[config.mk]
export PLATFORM = sky130hd
export DESIGN_NAME = vga_scanout_flat
export DESIGN_NICKNAME = d
export VERILOG_FILES = /design/src/rtl/vga_scanout_if.sv /design/src/rtl/vga_scanout.sv /design/src/flat_wrapper.sv
export SDC_FILE = /design/constraint.sdc
export NUM_CORES = 1
export LEC_CHECK = 0
export CAP_MARGIN = 30
export CORE_MARGIN = 2
export CORE_UTILIZATION = 45
export CTS_BUF_LIST = sky130_fd_sc_hd__clkbuf_4 sky130_fd_sc_hd__clkbuf_8
export CTS_CLUSTER_SIZE = 20
export DETAILED_ROUTE_END_ITERATION = 10
export MAX_ROUTING_LAYER = met4
export PLACE_DENSITY = 0.82
export SETUP_SLACK_MARGIN = 0.4
export SYNTH_ARGS = -nofsm -noshare
export SYNTH_HDL_FRONTEND = slang
export SYNTH_SLANG_ARGS = --single-unit
[constraint.sdc]
create_clock -name clk -period 3.8 [get_ports clk]
set_input_delay 0.76 -clock clk [delete_from_list [all_inputs] [get_ports clk]]
set_output_delay 0.76 -clock clk [all_outputs]
set_load 0.005 [all_outputs]
[src/rtl/vga_scanout_if.sv]
// Drawer-facing coordinate/pixel bus plus the VGA DAC pins of vga_scanout.
// pattern_sel exists only when VGA_TEST_PATTERN_EN is defined.
interface vga_scanout_if;
    logic [15:0] pixel_data;
    logic [8:0]  x;
    logic [8:0]  y;
    logic        clk_vsync;
    logic        vga_hsync_n;
    logic        vga_vsync_n;
    logic [4:0]  vga_r;
    logic [5:0]  vga_g;
    logic [4:0]  vga_b;
    logic        vga_de;
`ifdef VGA_TEST_PATTERN_EN
    logic        pattern_sel;
`endif

    modport master (
`ifdef VGA_TEST_PATTERN_EN
        input  pattern_sel,
`endif
        input  pixel_data,
        output x, y, clk_vsync, vga_hsync_n, vga_vsync_n, vga_r, vga_g, vga_b, vga_de
    );

    modport slave (
`ifdef VGA_TEST_PATTERN_EN
        output pattern_sel,
`endif
        output pixel_data,
        input  x, y, clk_vsync, vga_hsync_n, vga_vsync_n, vga_r, vga_g, vga_b, vga_de
    );
endinterface

[src/rtl/vga_scanout.sv]
// 640x480@60 VGA timing, 320x240 logical coordinates for the drawer and RGB565 pixel sink.
// Optional colour-bar generator enabled by defining VGA_TEST_PATTERN_EN.
module vga_scanout #(
    parameter int unsigned PIPE_LAT = 2,
    parameter int unsigned H_VIS    = 640,
    parameter int unsigned H_FP     = 16,
    parameter int unsigned H_SYNC   = 96,
    parameter int unsigned H_BP     = 48,
    parameter int unsigned V_VIS    = 480,
    parameter int unsigned V_FP     = 10,
    parameter int unsigned V_SYNC   = 2,
    parameter int unsigned V_BP     = 33
) (
    input  logic          clk,
    input  logic          rst,
    vga_scanout_if.master bus
);
    localparam logic [9:0] HVis       = 10'(H_VIS);
    localparam logic [9:0] HSyncStart = 10'(H_VIS + H_FP);
    localparam logic [9:0] HSyncEnd   = 10'(H_VIS + H_FP + H_SYNC);
    localparam logic [9:0] HLast      = 10'(H_VIS + H_FP + H_SYNC + H_BP - 1);
    localparam logic [9:0] VVis       = 10'(V_VIS);
    localparam logic [9:0] VSyncStart = 10'(V_VIS + V_FP);
    localparam logic [9:0] VSyncEnd   = 10'(V_VIS + V_FP + V_SYNC);
    localparam logic [9:0] VLast      = 10'(V_VIS + V_FP + V_SYNC + V_BP - 1);

    // Stage 0: raster counters
    logic [9:0] hcnt_q, vcnt_q;

    always_ff @(posedge clk) begin
        if (rst) begin
            hcnt_q <= '0;
            vcnt_q <= '0;
        end else if (hcnt_q == HLast) begin
            hcnt_q <= '0;
            vcnt_q <= (vcnt_q == VLast) ? '0 : vcnt_q + 10'd1;
        end else begin
            hcnt_q <= hcnt_q + 10'd1;
        end
    end

    // Stage 1: coordinates, frame strobe and raw de/sync
    logic [8:0] x_q, y_q;
    logic       vblank_q, de_q, hs_q, vs_q;

    always_ff @(posedge clk) begin
        if (rst) begin
            x_q      <= '0;
            y_q      <= '0;
            vblank_q <= 1'b0;
            de_q     <= 1'b0;
            hs_q     <= 1'b1;
            vs_q     <= 1'b1;
        end else begin
            x_q      <= (hcnt_q < HVis) ? hcnt_q[9:1] : '0;
            y_q      <= (vcnt_q < VVis) ? vcnt_q[9:1] : '0;
            vblank_q <= (vcnt_q >= VVis);
            de_q     <= (hcnt_q < HVis) && (vcnt_q < VVis);
            hs_q     <= !((hcnt_q >= HSyncStart) && (hcnt_q < HSyncEnd));
            vs_q     <= !((vcnt_q >= VSyncStart) && (vcnt_q < VSyncEnd));
        end
    end

    assign bus.x         = x_q;
    assign bus.y         = y_q;
    assign bus.clk_vsync = vblank_q;

    // Delay line matching the drawer's latency from x/y to pixel_data
    logic [PIPE_LAT-1:0] de_pipe, hs_pipe, vs_pipe;

    always_ff @(posedge clk) begin
        if (rst) begin
            de_pipe <= '0;
            hs_pipe <= '1;
            vs_pipe <= '1;
        end else begin
            de_pipe[0] <= de_q;
            hs_pipe[0] <= hs_q;
            vs_pipe[0] <= vs_q;
            for (int unsigned i = 1; i < PIPE_LAT; i++) begin
                de_pipe[i] <= de_pipe[i-1];
                hs_pipe[i] <= hs_pipe[i-1];
                vs_pipe[i] <= vs_pipe[i-1];
            end
        end
    end

    logic [15:0] src;

`ifdef VGA_TEST_PATTERN_EN
    function automatic logic [15:0] bar_colour(input logic [2:0] idx);
        logic [15:0] c;
        unique case (idx)
            3'd0: c = 16'hFFFF;
            3'd1: c = 16'hFFE0;
            3'd2: c = 16'h07FF;
            3'd3: c = 16'h07E0;
            3'd4: c = 16'hF81F;
            3'd5: c = 16'hF800;
            3'd6: c = 16'h001F;
            3'd7: c = 16'h0000;
        endcase
        return c;
    endfunction

    // Bar index is taken from x and delayed so bars align exactly like pixel_data
    logic [2:0]               bar_idx;
    logic [PIPE_LAT-1:0][2:0] bar_pipe;

    always_comb begin
        bar_idx = '0;
        for (int unsigned i = 1; i < 8; i++) begin
            if (x_q >= 9'(40 * i)) bar_idx = 3'(i);
        end
    end

    always_ff @(posedge clk) begin
        if (rst) begin
            bar_pipe <= '0;
        end else begin
            bar_pipe[0] <= bar_idx;
            for (int unsigned i = 1; i < PIPE_LAT; i++) begin
                bar_pipe[i] <= bar_pipe[i-1];
            end
        end
    end

    always_comb begin
        src = bus.pixel_data;
        if (bus.pattern_sel) src = bar_colour(bar_pipe[PIPE_LAT-1]);
    end
`else
    always_comb begin
        src = bus.pixel_data;
    end
`endif

    // Output stage: every pin changes on the same edge; blanking forces colour to 0
    logic [15:0] rgb_q;
    logic        de_out_q, hs_out_q, vs_out_q;

    always_ff @(posedge clk) begin
        if (rst) begin
            rgb_q    <= '0;
            de_out_q <= 1'b0;
            hs_out_q <= 1'b1;
            vs_out_q <= 1'b1;
        end else begin
            rgb_q    <= de_pipe[PIPE_LAT-1] ? src : '0;
            de_out_q <= de_pipe[PIPE_LAT-1];
            hs_out_q <= hs_pipe[PIPE_LAT-1];
            vs_out_q <= vs_pipe[PIPE_LAT-1];
        end
    end

    assign bus.vga_r       = rgb_q[15:11];
    assign bus.vga_g       = rgb_q[10:5];
    assign bus.vga_b       = rgb_q[4:0];
    assign bus.vga_de      = de_out_q;
    assign bus.vga_hsync_n = hs_out_q;
    assign bus.vga_vsync_n = vs_out_q;

endmodule

[src/flat_wrapper.sv]
// flat-port wrapper written by rule: the top's interface ports become plain ports
module vga_scanout_flat 
#(
    parameter int unsigned PIPE_LAT = 2,
    parameter int unsigned H_VIS    = 640,
    parameter int unsigned H_FP     = 16,
    parameter int unsigned H_SYNC   = 96,
    parameter int unsigned H_BP     = 48,
    parameter int unsigned V_VIS    = 480,
    parameter int unsigned V_FP     = 10,
    parameter int unsigned V_SYNC   = 2,
    parameter int unsigned V_BP     = 33
)
  (clk, rst, bus_pixel_data, bus_x, bus_y, bus_clk_vsync, bus_vga_hsync_n, bus_vga_vsync_n, bus_vga_r, bus_vga_g, bus_vga_b, bus_vga_de);
  vga_scanout_if bus_i ();
  input  logic clk;
  input  logic rst;
  input wire logic [$bits(bus_i.pixel_data)-1:0] bus_pixel_data;
  output wire logic [$bits(bus_i.x)-1:0] bus_x;
  output wire logic [$bits(bus_i.y)-1:0] bus_y;
  output wire logic [$bits(bus_i.clk_vsync)-1:0] bus_clk_vsync;
  output wire logic [$bits(bus_i.vga_hsync_n)-1:0] bus_vga_hsync_n;
  output wire logic [$bits(bus_i.vga_vsync_n)-1:0] bus_vga_vsync_n;
  output wire logic [$bits(bus_i.vga_r)-1:0] bus_vga_r;
  output wire logic [$bits(bus_i.vga_g)-1:0] bus_vga_g;
  output wire logic [$bits(bus_i.vga_b)-1:0] bus_vga_b;
  output wire logic [$bits(bus_i.vga_de)-1:0] bus_vga_de;
  assign bus_i.pixel_data = bus_pixel_data;
  assign bus_x = bus_i.x;
  assign bus_y = bus_i.y;
  assign bus_clk_vsync = bus_i.clk_vsync;
  assign bus_vga_hsync_n = bus_i.vga_hsync_n;
  assign bus_vga_vsync_n = bus_i.vga_vsync_n;
  assign bus_vga_r = bus_i.vga_r;
  assign bus_vga_g = bus_i.vga_g;
  assign bus_vga_b = bus_i.vga_b;
  assign bus_vga_de = bus_i.vga_de;
  vga_scanout #(.PIPE_LAT(PIPE_LAT), .H_VIS(H_VIS), .H_FP(H_FP), .H_SYNC(H_SYNC), .H_BP(H_BP), .V_VIS(V_VIS), .V_FP(V_FP), .V_SYNC(V_SYNC), .V_BP(V_BP)) u_core (.clk(clk), .rst(rst), .bus(bus_i));
endmodule
Word-level counts from Yosys, hierarchy flattened. Index checks and enable logic that the tools add are counted.

Multiplexer cells: 1. Multiply operators: 0. Reduce and logical (&&, ||, !) cells: 9. Bitwise gates (word level): 3. Equality and inequality tests: 2. Add/subtract/negate cells: 2. Shift-type cells: 0. Div/mod/pow operators: 0. Order comparisons: 7.

Operators with widths (number): $add A10 B1 Y10 const B (2); $eq A10 B10 Y1 const B (2); $ge A10 B9 Y1 const B (2); $lt A10 B10 Y1 const B (2); $lt A10 B9 Y1 const B (2); $ge A10 B10 Y1 const B (1); $mux W10 (1); $reduce_or A2 Y1 (4); $logic_and A1 B1 Y1 (3); $not A1 Y1 (3); $logic_not A1 Y1 (2).

Bits in read-only memories: 0. Memories kept: 0. Bits in latches: 0. Output and inout bits: 38. RAM bits: 0. Register bits: 67.

Logic depth before layout (Yosys ltp). Gate-level depths: netlist (run 1).

Word-level depth: 3. Gate-level depth with buffers: 6. Depth with buffers taken out: 6.

Worst setup path before layout (run 1). OpenSTA, ideal clock, no wires.

Path kind: flip-flop to flip-flop. Start: register u_core.hcnt_q[5]. End: register u_core.vcnt_q[7]. Data arrival time: 1.780 ns. Data required time: 3.730 ns. Path slack: 1.950 ns. Stages on the path, launching flop included: 5. Cell sequence: dfxtp_1 > or4b_1 > or4_4 > or3_1 > a21oi_1.

Cells in the longest elaborated chain, start to end: 1.

RTL lines: start: declaration (line vga_scanout.sv:28) `logic [9:0] hcnt_q, vcnt_q;`; start signal: assignment (line vga_scanout.sv:38) `hcnt_q <= hcnt_q + 10'd1;`; $eq A10 B10 Y1 (line vga_scanout.sv:34) `end else if (hcnt_q == HLast) begin`; end signal: assignment (line vga_scanout.sv:36) `vcnt_q <= (vcnt_q == VLast) ? '0 : vcnt_q + 10'd1;`; end: declaration (line vga_scanout.sv:28).

No other way between the ends. A chain may end at the register's enable or synchronous reset.

Worst setup path in the final report (run 1).
Start: input port rst. End: register u_core.rgb_q[11].

Cells in the longest elaborated chain, start to end: 1.

RTL lines: start: declaration (line flat_wrapper.sv:17) `input logic rst;`; $reduce_or A2 Y1 (no source line); end signal: assignment (line vga_scanout.sv:149) `rgb_q <= de_pipe[PIPE_LAT-1] ? src : '0;`; end: declaration (line vga_scanout.sv:139) `logic [15:0] rgb_q;`.

No other way between the ends.

==> qor.csv, run 1 <==
metric;value;unit
later-pin clock latency in the skew report;0.33;ns
Static Leak;1.13;nW
final max-slew violation count;0;
Num CTS Buffers;9;
CTS hold repair buffers;0;
most common cell after layout, fill and taps aside;dfxtp_1;
Syn Area/Cell;10.4;um2
drt total wl;4170;um
Crit path arrival time;2.42;ns
worst-case vdd ir drop;0.203;mV
Vias;1612;
largest net degree at the start of global routing;18;
Top FF cell, synth;dfxtp_1;
Seq/Total Area, Yosys;0.602;
# resized after CTS;0;
Final Hold Viols;0;
register area;0.00134;mm2
Core Box Area;0.00475;mm2
Post-synth ARST share;0;
antenna cells;0;
CTS sink count;67;
cell count after synthesis;215;
grt ovf;0;
clock-pin slew on the worst setup and hold paths;0.07;ns
starting DRC count in detailed routing;57;
final setup vio count;0;
Mapped Area;0.00223;mm2
skew final;0.00561;ns
Crit. End Element;flip-flop;
syn_nets;237;
Starting Density;0.469;
CP startpoint kind;primary input;
synthesis-to-layout area growth;37.9;%
I/O Buffers;55;
WL per Instance;12.0;um
Critical Path RT;4.06;ns
CTS tree;done;
CP max FO;17;
Final ANT Viol Nets;0;
Yosys top cell area share;0.602;
synth warn;0;
Max Clock Freq;463;MHz
drt drc;0;
post-layout min period;2.16;ns
worst slew pin tran;0.756;ns
max_cap viols;0;
Final GP Congestion;0.851;
worst-case clock buffer depth;2;
fin worst setup slack;1.64;ns
slew margin rel.;0.495;
vias in the first global route;1471;
Synth area leader;dfxtp_1;
top cells by area, synth;dfxtp_1, and2_1, xnor2_1;
Multi-input gate area;835;um2
DP Worst Slack;1.31;ns
Die W;74.4;um
GR Util All Layers;0.173;
slowest CP cell;nor2b_1;
P per Cell Area;459;mW/mm2
share of cells above drive strength 1;0.100;
Root Driver;clkbuf_8;
H-Tree Depth;3;
Synth cell types;31;
Total Neg Setup Slack;0;ns
die area;0.00553;mm2
crit-path max cell delay;0.61;ns
Rows;25;
drt pass-1 iters;4;
RSZ-0062 raised after global routing;false;
Post-CTS Setup Repair Bufs;0;
Seq cells post-synth;67;
first-pass GRT wire length;6760;um
Die H;74.4;um
FILL cells;383;
worst path cell trace;clkdlybuf4s50_1, buf_4, nor2b_1, and2_1;
initial antenna violation count;0;
status;completed;
most frequent cells in the layout;dfxtp_1, clkdlybuf4s50_1, and2_1;
fin crit share;0.568;
crit path kind;primary input to flip-flop;
hold crit path type;flip-flop to flip-flop;
detailed placer's ending HPWL;2850;um
Nets;298;
Via density;4.65;
Post-synth EDFFs;0;
Ports;56;
[cell families (layout without fill, tap and decap cells)]
kind of cell | after synthesis | after routing | synth area share
other | 1 | 1 | 0.00168
adder cells (fa/ha/maj) | 4 | 4 | 0.0225
flip-flops | 67 | 67 | 0.602
AND/OR/NAND/NOR | 106 | 106 | 0.270
XOR/XNOR | 14 | 14 | 0.0550
buffers and inverters | 14 | 79 | 0.0236
AO/OA/AOI/OAI | 9 | 9 | 0.0258
[synthesized netlist by cell type, types with 4 or more instances]
cell type	n
dfxtp_1	67
and2_1	26
nor2_1	21
nor3_1	11
xnor2_1	11
inv_1	8
nand3_1	8
clkbuf_1	6
nand4_1	6
or2_2	6
a21oi_1	4
ha_1	4
nand2_1	4
nor2b_1	4
or3_1	4
[through the flow]
stage	cells	cell area [um2]	utilization	hold WS [ns]	total power, W
finish	347	3070	0.646	0.409	0.00141
global route	347	3070	0.646	0.420	0.00146
CTS	347	3070	0.646	0.413	0.00142
detailed placement	332	2850	0.599	0.394	0.000778
global placement	332	2850	0.599	0.393	0.000777
floorplan	215	2230	-	0.389	0.000747
[state kept, by name, indices dropped and copies added, names as in the netlist, 2 cells and up]
name	flops
u_core.rgb_q	16
u_core.hcnt_q	10
u_core.vcnt_q	10
u_core.bus.x	9
u_core.bus.y	9
u_core.de_pipe	2
u_core.hs_pipe	2
u_core.vs_pipe	2
[power by group]
group	switching [W]	total [W]	internal [W]	leakage [nW]
clock	0.000246	0.000648	0.000402	0.115
sequential	0.00000471	0.000716	0.000711	0.543
combinational	0.0000168	0.0000467	0.0000298	0.474
[area by class of cell]
type                            instances  share of cell area
Clock buffer                           11              0.0493
Multi-Input combinational cell        134               0.272
Timing Repair Buffer                   56               0.182
Clock inverter                          4              0.0240
Inverter                                8             0.00977
Sequential cell                        67               0.436
Tap cell                               67              0.0273
[worst max-delay path: cells and delay by family]
kind	cells	cell delay, ns
simple gates	2	0.85
buf+inv	2	0.80
[final timing paths]
path	start	to	slack, ns	depth (start not counted)
min reg2reg	u_core.hs_pipe[1]	u_core.bus.vga_hsync_n	0.41	1
min	u_core.hs_pipe[1]	u_core.bus.vga_hsync_n	0.41	1
max reg2reg	u_core.hcnt_q[0]	u_core.vcnt_q[9]	1.71	5
max	rst	u_core.rgb_q[11]	1.64	4
[per-layer routing]
layer,global-route usage,routed length [um]
met3,0.0745,205
met2,0.250,2030
met1,0.203,1840
met5,-,0
met4,0.0913,85
Power figures use the tool's default switching activity.
==> run 2: changes to the inputs <==
--- a/config.mk
+++ b/config.mk
@@ -12,7 +12,7 @@
 export CTS_CLUSTER_SIZE = 20
 export DETAILED_ROUTE_END_ITERATION = 10
 export MAX_ROUTING_LAYER = met4
-export PLACE_DENSITY = 0.82
+export PLACE_DENSITY = 0.85
 export SETUP_SLACK_MARGIN = 0.4
 export SYNTH_ARGS = -nofsm -noshare
 export SYNTH_HDL_FRONTEND = slang
==> constraint.sdc (replaced) <==
create_clock -name clk -period 1.7 [get_ports clk]
set_input_delay 0.34 -clock clk [delete_from_list [all_inputs] [get_ports clk]]
set_output_delay 0.34 -clock clk [all_outputs]
set_load 0.005 [all_outputs]
==> run 2 against run 1 <==
The flow now finishes with violations (setup timing); setup slack worse by 1.8 ns; clock power up 140%; non-clock buffer count up 31; clock-buffer cell count up 1; sequential share of layout area down 4.9 points; via count up 23%; power up 130%; hold slack better by 0.0056 ns; combinational power rose to 3.1 times the previous value; first-iteration DRC count rose to 3.4 times the previous value; critical path type is now flip-flop to flip-flop; critical endpoint is now u_core.vcnt_q[9]; largest cell class unchanged.
==> qor.csv, run 2 (synthesized netlist as in run 1, its figures left out) <==
metric;value;unit
first-pass GRT wire length;8940;um
CP startpoint kind;flip-flop;
Vias;1984;
drt pass-1 iters;5;
I/O Buffers;55;
worst hold stages;1;
clock-pin slew on the worst setup and hold paths;0.08;ns
skew final;0.00717;ns
Final ANT Viol Nets;0;
min-delay src;u_core.vs_pipe[0];
Largest regs;u_core.rgb_q (16), u_core.hcnt_q (10), u_core.vcnt_q (10);
RSZ-0062 raised after global routing;true;
vias in the first global route;1820;
worst-case clock buffer depth;2;
max_cap viols;0;
Critical Path RT;1.97;ns
crit path kind;flip-flop to flip-flop;
Final Util;0.733;
DP Worst Slack;-0.161;ns
Root Driver;clkbuf_8;
worst path cell trace;or4b_1, or4_4, or3_1, a21oi_1;
Final Hold Viols;0;
worst-case vdd ir drop;0.433;mV
max FFs per register;16;
Via density;5.22;
CP top delay family;simple AND/OR/NAND/NOR gates;
Biggest register;u_core.rgb_q;
R2R cell count;4;
most common cell after layout, fill and taps aside;dfxtp_1;
Rows;25;
CTS sink count;67;
synthesis-to-layout area growth;56.4;%
Final GP Congestion;0.890;
detailed placer's ending HPWL;3500;um
reg2reg start;u_core.hcnt_q[5];
failing checks;setup timing;
drt drc;0;
hold crit path type;flip-flop to flip-flop;
status;complete, but fails checks;
Starting Density;0.469;
antenna cells;0;
CTS hold repair buffers;0;
slowest CP cell;or4b_1;
P per Cell Area;939;mW/mm2
flop2flop setup slack;-0.16;ns
WL per Instance;17.9;um
starting DRC count in detailed routing;196;
Ports;56;
Core Box Area;0.00475;mm2
Static Leak;1.51;nW
crit-path max cell delay;0.52;ns
most frequent cells in the layout;dfxtp_1, dlygate4sd2_1, buf_4;
post-layout min period;1.86;ns
hold worst-path end;u_core.vs_pipe[1];
Die W;74.4;um
total stage count of the critical path;4;
FILL cells;294;
fin worst setup slack;-0.155;ns
GR Util All Layers;0.227;
Nets;330;
Die H;74.4;um
fin crit share;1.09;
CTS tree;done;
final setup vio count;3;
share of cells above drive strength 1;0.297;
initial antenna violation count;0;
H-Tree Depth;3;
CP max FO;4;
crit path from;u_core.hcnt_q[5];
Crit path arrival time;2.13;ns
die area;0.00553;mm2
largest net degree at the start of global routing;18;
Num CTS Buffers;9;
Worst R2R End;u_core.vcnt_q[9];
final max-slew violation count;0;
grt ovf;0;
drt total wl;6810;um
Crit. End Element;flip-flop;
Crit path buffers/inverters;0;
Max Clock Freq;539;MHz
later-pin clock latency in the skew report;0.34;ns
-- run 2: changes by cell type in the layout (fill, tap and decap cells not counted), sizes merged --
cell / before / now
clkbuf: 11 / 12
clkinvlp: 0 / 1
clkdlybuf4s15: 0 / 1
dlygate4sd2: 0 / 37
dlymetal6s2s: 0 / 1
buf: 1 / 32
o21bai: 1 / 2
clkdlybuf4s50: 55 / 16
clkinv: 2 / 1
-- run 2: worst max-delay path by stage --
stage	endpoint	slack [ns]
3_3_place_gp	u_core.rgb_q[11]	-0.08
6_report	u_core.vcnt_q[9]	-0.16
2_1_floorplan	u_core.vcnt_q[7]	-0.07
4_1_cts	u_core.vcnt_q[9]	-0.1
5_1_grt	u_core.vcnt_q[9]	-0.19
3_5_place_dp	u_core.rgb_q[10]	-0.16
-- run 2: per-layer routing --
metal,vias to the layer above,GRT usage,wire [um]
li1,893,-,-
met1,962,0.254,2570
met2,104,0.382,3520
met3,25,0.0515,457
met4,0,0.109,255
met5,-,-,0
-- run 2: layout make-up --
type                    count  area, um2  share of cell area
clock buffers              12        159              0.0456
flip-flops and latches     67       1350               0.387
multi-input cells         135       1020               0.292
clock inverters             4       72.6              0.0208
well taps                  67       83.8              0.0240
inverters                   8       32.5             0.00933
repair buffers             87        771               0.221
-- run 2: repair_timing --
action	4_1_cts	5_1_grt
endpoints found under the setup margin	76	30
gates cloned	1	0
resized for setup	58	28
hold endpoints to repair	0	0
pin swaps	12	7
buffers inserted	1	0
-- run 2: where the power goes --
group / total [W] / internal [W] / switching [W]
clock network: 0.00153 / 0.000920 / 0.000610
registers: 0.00160 / 0.00159 / 0.00000979
logic: 0.000145 / 0.0000843 / 0.0000602
-- run 2: per-stage QoR --
| stage | hold slack, ns | instances | TNS, ns | power, W | area [um2] |
|---|---|---|---|---|---|
| global route | 0.427 | 380 | -0.531 | 0.00336 | 3490 |
| global placement | 0.394 | 362 | -1.59 | 0.00176 | 3100 |
| detailed placement | 0.394 | 362 | -3.03 | 0.00176 | 3100 |
| finish | 0.414 | 380 | -0.357 | 0.00327 | 3490 |
| CTS | 0.411 | 380 | -0.222 | 0.00324 | 3380 |
| floorplan | 0.389 | 215 | -0.162 | 0.00168 | 2270 |
==> run 3: changes to the inputs <==
--- a/config.mk
+++ b/config.mk
@@ -12,7 +12,7 @@
 export CTS_CLUSTER_SIZE = 20
 export DETAILED_ROUTE_END_ITERATION = 10
 export MAX_ROUTING_LAYER = met4
-export PLACE_DENSITY = 0.85
+export PLACE_DENSITY = 0.82
 export SETUP_SLACK_MARGIN = 0.4
 export SYNTH_ARGS = -nofsm -noshare
 export SYNTH_HDL_FRONTEND = slang
==> constraint.sdc (replaced) <==
create_clock -name clk -period 2.2 [get_ports clk]
set_input_delay 0.44 -clock clk [delete_from_list [all_inputs] [get_ports clk]]
set_output_delay 0.44 -clock clk [all_outputs]
set_load 0.005 [all_outputs]
==> run 3 against run 2 <==
The run now ends clean; critical path type unchanged; cell count decreased by 7.6%; hold slack got worse by 0.0038 ns; largest cell class unchanged; sequential share of layout area is 4.0 points higher; non-clock buffer count is 27 lower; critical endpoint is now u_core.vcnt_q[7].
==> qor.csv, run 3 (synthesized netlist as in run 1, its figures left out) <==
metric;value;unit
max FFs per register;16;
Final GP Congestion;0.852;
clock share of power;0.432;
Max Clock Freq;525;MHz
Final ANT Viol Nets;0;
final non-filler cell total;351;
crit-path max cell delay;0.52;ns
Die H;74.4;um
flop2flop setup slack;0.30;ns
clock-pin slew on the worst setup and hold paths;0.07;ns
worst hold stages;1;
GRT busiest layer;met2;
switch share;0.203;
status;completed;
Total Neg Setup Slack;0;ns
I/O Buffers;55;
Final Hold Viols;0;
final max-slew violation count;0;
share of cells above drive strength 1;0.162;
Nets;302;
Comb pwr share;0.037;
Core Box Area;0.00475;mm2
drt pass-1 iters;4;
Crit. End Element;flip-flop;
CTS sink count;67;
final setup vio count;0;
hold worst-path end;u_core.vs_pipe[1];
hold crit path type;flip-flop to flip-flop;
R2R cell count;4;
most frequent cells in the layout;dfxtp_1, clkdlybuf4s50_1, and2_1;
max_cap viols;0;
fin crit share;0.866;
M3 GR Usage;0.0610;
RSZ-0062 raised after global routing;true;
GR Util All Layers;0.178;
slowest CP cell;or4b_1;
worst path cell trace;or4b_1, or4_4, or3_1, a21oi_2;
min-delay src;u_core.vs_pipe[0];
largest net degree at the start of global routing;18;
Die W;74.4;um
skew final;0.00561;ns
sw power;0.000474;W
Via density;4.81;
worst-case vdd ir drop;0.325;mV
Crit path arrival time;2.17;ns
worst-case clock buffer depth;2;
worst slew pin tran;0.781;ns
Internal;0.00186;W
initial antenna violation count;0;
slew margin rel.;0.478;
first-pass GRT wire length;7010;um
met2 Track Usage GR;0.283;
Critical Path RT;2.47;ns
antenna cells;0;
Starting Density;0.469;
CTS tree;done;
WL per Instance;13.2;um
Seq pwr share;0.530;
CP max FO;4;
vias in the first global route;1585;
Crit path buffers/inverters;0;
Rows;25;
detailed placer's ending HPWL;2960;um
Root Driver;clkbuf_8;
P per Cell Area;737;mW/mm2
crit path kind;flip-flop to flip-flop;
CP top delay family;simple AND/OR/NAND/NOR gates;
H-Tree Depth;3;
later-pin clock latency in the skew report;0.33;ns
crit path from;u_core.hcnt_q[5];
Largest regs;u_core.rgb_q (16), u_core.hcnt_q (10), u_core.vcnt_q (10);
die area;0.00553;mm2
drt drc;0;
grt ovf;0;
Ports;56;
Worst R2R End;u_core.vcnt_q[7];
met1 Usage GRT;0.194;
reg2reg start;u_core.hcnt_q[5];
CP startpoint kind;flip-flop;
Inst Count DP;333;
Static Leak;1.16;nW
Num CTS Buffers;9;
most common cell after layout, fill and taps aside;dfxtp_1;
post-layout min period;1.90;ns
synthesis-to-layout area growth;42.1;%
Vias;1688;
drt total wl;4620;um
Biggest register;u_core.rgb_q;
starting DRC count in detailed routing;86;
## run 3: worst max path at each step
stage	slack [ns]	depth (start not counted)	to
after floorplan	0.41	5	u_core.vcnt_q[7]
after global placement	0.29	5	u_core.vcnt_q[7]
after detailed placement	0.22	5	u_core.vcnt_q[9]
after CTS	0.35	4	u_core.vcnt_q[9]
after global routing	0.29	4	u_core.vcnt_q[7]
final	0.30	4	u_core.vcnt_q[7]
## run 3: power by group through the flow
stage / combinational, W / sequential (W) / clock [W]
5_1_grt: 0.0000968 / 0.00124 / 0.00108
6_report: 0.0000872 / 0.00124 / 0.00101
3_3_place_gp: 0.0000812 / 0.00126 / 0
3_5_place_dp: 0.0000833 / 0.00126 / 0
4_1_cts: 0.0000874 / 0.00124 / 0.00103
2_1_floorplan: 0.0000272 / 0.00126 / 0
## run 3: final cells by class
class / count / area (um2)
clock buffer: 11 / 151
fill: 352 / 1590
tap: 67 / 83.8
timing repair buffer: 60 / 588
clock inverter: 4 / 50.0
inverter: 8 / 30.0
sequential: 67 / 1350
multi-input combinational: 134 / 910
## run 3: metal layers
layer  share of wire  wire, um  up-vias
met5               0         0        -
met4           0.026       122        0
met3           0.075       348       12
met2            0.49      2270       66
met1            0.41      1870      775
li1                -         -      835
## run 3: repair_timing
action / CTS / global route
buffers inserted: 2 / 1
pin swaps: 2 / 1
gates resized for setup: 11 / 9
hold buffers: 0 / 0
setup endpoints to repair: 16 / 15
## run 3: worst register-to-register path, cell delays in order, from the launching register on
cell and delay (ns):
dfxtp_4 0.35, or4b_1 0.52, or4_4 0.46, or3_1 0.37, a21oi_2 0.14
## run 3: through the flow
stage          instance area [um2]  utilization  worst slack, ns  hold slack [ns]  total power [W]
2_1_floorplan                 2230            -            0.410            0.389          0.00129
3_3_place_gp                  2860        0.602            0.290            0.392          0.00134
3_5_place_dp                  2860        0.602            0.220            0.394          0.00135
4_1_cts                       3120        0.656            0.353            0.411          0.00235
5_1_grt                       3170        0.666            0.288            0.421          0.00241
6_report                      3170        0.666            0.295            0.410          0.00233
